--- config.mk ---
export PLATFORM = sky130hd
export DESIGN_NAME = seg7_scan_ctrl
export DESIGN_NICKNAME = d
export VERILOG_FILES = /design/src/rtl/seg7_scan_ctrl.sv
export SDC_FILE = /design/constraint.sdc
export NUM_CORES = 1
export LEC_CHECK = 0
export BUFFER_PORTS_ARGS = -buffer_cell sky130_fd_sc_hd__buf_4
export CAP_MARGIN = 20
export CORE_MARGIN = 1.5
export CORE_UTILIZATION = 45
export DETAILED_ROUTE_END_ITERATION = 6
export SLEW_MARGIN = 10
export SYNTH_ARGS = -nofsm -noshare
export SYNTH_HDL_FRONTEND = slang
export SYNTH_SLANG_ARGS = --single-unit
--- constraint.sdc ---
create_clock -name clk -period 4.5 [get_ports clk]
set_clock_uncertainty 0.15 [all_clocks]
set_input_delay 0.225 -clock clk [delete_from_list [all_inputs] [get_ports clk]]
set_output_delay 0.225 -clock clk [all_outputs]
set_load 0.01 [all_outputs]
--- src/rtl/seg7_scan_ctrl.sv ---
// seg7_scan_ctrl: multiplexed scan controller for a common-anode 7-segment
// display. Double-buffered hex data is swapped in only at frame wrap.
// Features: leading-zero blanking, 3-bit brightness PWM and a guard band
// with all anodes off at the start of every digit slot.
module seg7_scan_ctrl #(
    parameter int NDIG       = 4,
    parameter int SLOT_TICKS = 2,
    parameter int GUARD_CLKS = 64
) (
    input  logic              clk,
    input  logic              rst,
    input  logic              ce1ms,
    input  logic [4*NDIG-1:0] data_in,
    input  logic [NDIG-1:0]   dp_in,
    input  logic              load,
    input  logic              blank_lz,
    input  logic [2:0]        bright,
    output logic [NDIG-1:0]   an,
    output logic [6:0]        seg,
    output logic              dp,
    output logic              load_ack,
    output logic              frame
);

    localparam int DW = (NDIG > 1) ? $clog2(NDIG) : 1;
    localparam int SW = (SLOT_TICKS > 1) ? $clog2(SLOT_TICKS) : 1;
    localparam int GW = $clog2(GUARD_CLKS + 1);

    typedef enum logic {S_GUARD, S_ON} state_t;

    state_t             state_q, state_d;
    logic [DW-1:0]      dig_q, dig_d;
    logic [GW-1:0]      gcnt_q, gcnt_d;
    logic [SW-1:0]      slot_q, slot_d;
    logic [7:0]         p_q, p_d;
    logic [4*NDIG-1:0]  act_q, act_d, pbuf_q, pbuf_d;
    logic [NDIG-1:0]    adp_q, adp_d, pdp_q, pdp_d;
    logic               pend_q, pend_d;
    logic               wrap_q, wrap_d;
    logic               ack_q, ack_d;
    logic [NDIG-1:0]    an_q, an_d;
    logic [6:0]         seg_q, seg_d;
    logic               dp_q, dp_d;
    logic               frame_q, load_ack_q;
    logic               slot_end;

    // Active-low gfedcba hex decode.
    function automatic logic [6:0] hex7(input logic [3:0] h);
        case (h)
            4'h0: hex7 = 7'h40;  4'h1: hex7 = 7'h79;
            4'h2: hex7 = 7'h24;  4'h3: hex7 = 7'h30;
            4'h4: hex7 = 7'h19;  4'h5: hex7 = 7'h12;
            4'h6: hex7 = 7'h02;  4'h7: hex7 = 7'h78;
            4'h8: hex7 = 7'h00;  4'h9: hex7 = 7'h10;
            4'hA: hex7 = 7'h08;  4'hB: hex7 = 7'h03;
            4'hC: hex7 = 7'h46;  4'hD: hex7 = 7'h21;
            4'hE: hex7 = 7'h06;  default: hex7 = 7'h0E;
        endcase
    endfunction

    // Scan FSM next state: slot end (counted in ce1ms pulses) overrides guard timing.
    always_comb begin
        state_d  = state_q;
        gcnt_d   = gcnt_q;
        slot_d   = slot_q;
        dig_d    = dig_q;
        wrap_d   = 1'b0;
        p_d      = p_q + 8'd1;
        slot_end = ce1ms && (slot_q == SW'(SLOT_TICKS - 1));
        if (ce1ms) slot_d = slot_end ? '0 : slot_q + 1'b1;
        if (slot_end) begin
            state_d = S_GUARD;
            gcnt_d  = '0;
            wrap_d  = (dig_q == DW'(NDIG - 1));
            dig_d   = wrap_d ? '0 : dig_q + 1'b1;
        end else begin
            case (state_q)
                S_GUARD: begin
                    if (gcnt_q == GW'(GUARD_CLKS - 1)) begin
                        state_d = S_ON;
                        gcnt_d  = '0;
                    end else begin
                        gcnt_d = gcnt_q + 1'b1;
                    end
                end
                default: ;
            endcase
        end
    end

    // Double buffer: swap at wrap uses the old pending data, so a load in the wrap cycle waits a frame.
    always_comb begin
        ack_d  = wrap_d && pend_q;
        act_d  = ack_d ? pbuf_q : act_q;
        adp_d  = ack_d ? pdp_q : adp_q;
        pbuf_d = load ? data_in : pbuf_q;
        pdp_d  = load ? dp_in : pdp_q;
        pend_d = load ? 1'b1 : (ack_d ? 1'b0 : pend_q);
    end

    // Pin values for the current digit: decode, leading-zero blanking and PWM-gated anode.
    always_comb begin
        logic [3:0] nib;
        logic       dpb;
        logic       upper_zero;
        logic       blanked;
        nib        = '0;
        dpb        = 1'b0;
        upper_zero = 1'b1;
        an_d       = '1;
        for (int k = 0; k < NDIG; k++) begin
            if (DW'(k) == dig_q) begin
                nib = act_q[4*k +: 4];
                dpb = adp_q[k];
            end
            if (k >= int'(dig_q) && act_q[4*k +: 4] != 4'h0) upper_zero = 1'b0;
        end
        blanked = blank_lz && (dig_q != '0) && upper_zero;
        seg_d   = blanked ? 7'h7F : hex7(nib);
        dp_d    = blanked ? 1'b1 : ~dpb;
        if (state_q == S_ON && p_q[7:5] <= bright) begin
            for (int k = 0; k < NDIG; k++)
                if (DW'(k) == dig_q) an_d[k] = 1'b0;
        end
    end

    // State and output registers; frame/load_ack are delayed one clk to line up with the guard outputs.
    always_ff @(posedge clk) begin
        if (rst) begin
            state_q    <= S_GUARD;
            dig_q      <= '0;
            gcnt_q     <= '0;
            slot_q     <= '0;
            p_q        <= '0;
            act_q      <= '0;
            adp_q      <= '0;
            pbuf_q     <= '0;
            pdp_q      <= '0;
            pend_q     <= 1'b0;
            wrap_q     <= 1'b0;
            ack_q      <= 1'b0;
            an_q       <= '1;
            seg_q      <= 7'h7F;
            dp_q       <= 1'b1;
            frame_q    <= 1'b0;
            load_ack_q <= 1'b0;
        end else begin
            state_q    <= state_d;
            dig_q      <= dig_d;
            gcnt_q     <= gcnt_d;
            slot_q     <= slot_d;
            p_q        <= p_d;
            act_q      <= act_d;
            adp_q      <= adp_d;
            pbuf_q     <= pbuf_d;
            pdp_q      <= pdp_d;
            pend_q     <= pend_d;
            wrap_q     <= wrap_d;
            ack_q      <= ack_d;
            an_q       <= an_d;
            seg_q      <= seg_d;
            dp_q       <= dp_d;
            frame_q    <= wrap_q;
            load_ack_q <= ack_q;
        end
    end

    assign an       = an_q;
    assign seg      = seg_q;
    assign dp       = dp_q;
    assign frame    = frame_q;
    assign load_ack = load_ack_q;

endmodule

==> out/summary.txt <==
status: finished clean
routability cong.: 0.7993
Resized cells post-CTS: 0
CP Capture Point: seg[0]
CTS Buf Count: 9
worst skew pair latency: 340 ps
die extent in y: 87.37 um
Yosys warning total: 0
Rel. slew slack: 47.98%
1st-pass router iterations: 4
post-route clock period utilization: 63.05%
Netlist cell types: 44
worst path cell trace: inv_1 > ha_1 > nor2b_1 > a22oi_1 > a221oi_2 > inv_1 > ha_1 > or3_1 > o211ai_1 > nand2_1
combinational power share: 8.6%
antenna viol nets, final: 0
Rows: 30
net total in the final layout: 456
WL/cell: 11.95 um
CTS tree: built
time the worst path needs with I/O delays and setup: 2837 ps
mapped cell area: 3203 um^2
critical path depth: 10
final hold violation count: 0
R2R cell count: 10
power share of the clock group: 36.3%
Max-Cap Viols: 0
I/O Pins: 42
slowest CP cell: a221oi_2
RSZ-0062 raised after global routing: no
R2R Setup Slk: 1660 ps
pre-CTS setup slack: 1674 ps
register area: 1521 um^2
initial core utilization: 46.89%
Post-synth EDFFs: 0
Sink Count: 76
GRT overflow: 0
hpwl dp: 4154 um
design area: 3921 um^2
worst vdd ir: 0.0002000 V
worst slew pin tran: 778.0 ps
Die ar.: 7633 um^2
Core ar.: 6832 um^2
Pleak: 1.585 nW
vias in the first global route: 2,347
worst endpoint data arrival time: 2890 ps
P&R area growth vs syn: 22.42%
fraction of layout cells with a size suffix above 1: 15.11%
FILL cells: 645
Die Wd: 87.37 um
CP startpoint: dig_q[1]
Mean Syn Cell Area: 8.972 um^2
multi-input logic area: 1525 um^2
Post-synth ARST share: 0%
Total Power: 1.288 mW
DRC viols: 0
final worst setup slack: 1663 ps
Net Sw Frac: 23.56%
reg-to-reg endpoint: seg[0]
initial antenna violation count: 0
Required @ worst endpoint: 4550 ps
Flop pwr share: 55.0%
Bufs on Longest Clock Path: 2
Post-CTS Hold Buffers: 20
Max stage delay on crit path: 450 ps
final slew viol count: 0
GRT Total Usage: 17.88%
Post-synth top flop: dfxtp_1
Gate Count Post-Synth: 357
delay-heaviest family, CP: compound AO/OA/AOI/OAI gates
via count: 2,505
Seq/Total Area, Yosys: 47.50%
# setup viols final: 0
syn nets: 401
H-tree Lvls: 3
Setup Fix Bufs, Post-CTS: 0
CP Max Fanout: 11
Buf+Inv Stages, Crit Path: 2
NetSw: 303.4 uW
DP Area: 3542 um^2
initial drt markers: 90
FF-to-FF Start: dig_q[1]
Yosys reg bits: 76
Worst-path clk slew: 70 ps
vias per inst: 4.883
port bufs: 41
final WL: 6132 um
largest net degree at the start of global routing: 61
pwr/cell area: 328.5 nW/um^2
first-pass GRT wire length: 10,740 um
Int Pwr: 984.6 uW
CTS root buf: clkbuf_8
TNS Setup: 0 ps
fin util: 57.40%
crit path kind: register to register
Worst setup SP type: register
Antenna diodes: 0
fmax: 0.3525 GHz
worst hold path type: input pin to register
Crit. End Element: register
[synthesized netlist by cell type (all sizes together) (2+ instances only)]
cell / instances / area share [%]
dfxtp: 76 / 48
nand2: 58 / 6.8
nor2: 44 / 5.2
a21oi: 31 / 4.8
mux2i: 20 / 6.2
ha: 16 / 6.2
inv: 16 / 1.9
nand3: 12 / 1.9
buf: 9 / 2.0
clkbuf: 9 / 1.1
nor2b: 9 / 1.8
xnor2: 8 / 2.2
o21ai: 6 / 0.94
nor3b: 5 / 1.2
xor2: 5 / 1.4
nand3b: 3 / 1.2
nor3: 3 / 0.47
o221ai: 3 / 0.82
a211oi: 2 / 0.47
a21boi: 2 / 0.47
and3: 2 / 0.39
nand4: 2 / 0.39
o211ai: 2 / 0.47
[state kept, by name, indices dropped and copies added, names as in the netlist, 4 cells and up]
name and count:
act_q 16, adp_q 4, an 4, gcnt_q 7, p_q 8, pbuf_q 16
pdp_q 4, seg 7
[layout by cell type (no fill, tap or decap), drive strengths merged, types with 3 or more instances in the layout]
master / synthesis / final
nor3b: 5 / 5
dlygate4sd3: 0 / 20
ha: 16 / 16
dfxtp: 76 / 76
a21oi: 31 / 31
nor3: 3 / 3
xor2: 5 / 5
nor2b: 9 / 9
inv: 16 / 16
clkbuf: 9 / 12
clkinv: 0 / 4
nor2: 44 / 44
buf: 9 / 42
o221ai: 3 / 3
xnor2: 8 / 8
nand2: 58 / 58
nand3: 12 / 12
o21ai: 6 / 6
mux2i: 20 / 20
nand3b: 3 / 3
[worst register-to-register path, delay by kind of cell (launching register included)]
| kind | cells | cell delay (ps) |
|---|---|---|
| compound gates | 3 | 660 |
| fa+ha+maj | 2 | 560 |
| buf+inv | 2 | 280 |
| flops | 1 | 420 |
| simple gates | 3 | 630 |
[power groups by stage]
stage                     Clock (mW)  Sequential [mW]  Combinational, mW
after floorplan                    0            0.724             0.0610
after global placement             0            0.724             0.0956
after detailed placement           0            0.725             0.0979
after CTS                      0.487            0.709              0.112
after global routing           0.519            0.712              0.125
final                          0.468            0.709              0.111
[worst min-delay path by stage]
stage	slack, ps	to	cells after the start	from
after CTS	5	slot_q	3	ce1ms
after global placement	270	frame	1	wrap_q
after detailed placement	280	frame	1	wrap_q
final	20	slot_q	3	ce1ms
after floorplan	210	slot_q	2	ce1ms
after global routing	40	slot_q	3	ce1ms
[metrics by stage]
stage / hold slack (ps) / cells
floorplan: 211.8 / 357
CTS: 5.350 / 513
finish: 22.18 / 513
global placement: 274.2 / 477
detailed placement: 278.7 / 477
global route: 41.17 / 513
[kinds of logic (layout without fill, tap and decap cells)]
family	Yosys count	count (layout)	share of synthesized area, %
AOI/OAI and AO/OA	55	55	11.17
muxes	20	20	6.250
xor gates and xnor gates	13	13	3.555
buffers and inverters	34	94	4.882
adders and majority gates	16	16	6.250
and+or+nand+nor	143	143	20.39
DFF	76	76	47.50
[final cells by class]
cell class              count  share of cell area (%)
multi-input cells         247                   38.90
flip-flops and latches     76                   38.80
repair buffers             62                   13.15
clock buffers              12                   3.957
well taps                  96                   3.063
inverters                  16                   1.532
clock inverters             4                  0.6063
[layer usage]
layer	track usage, %	vias to the layer above	part of all wire (%)
li1	-	1304	-
met1	25.51	1151	50
met2	26.15	39	44
met3	3.697	11	3.7
met4	7.359	0	1.7
met5	0	-	0
Power figures use the tool's default switching activity.
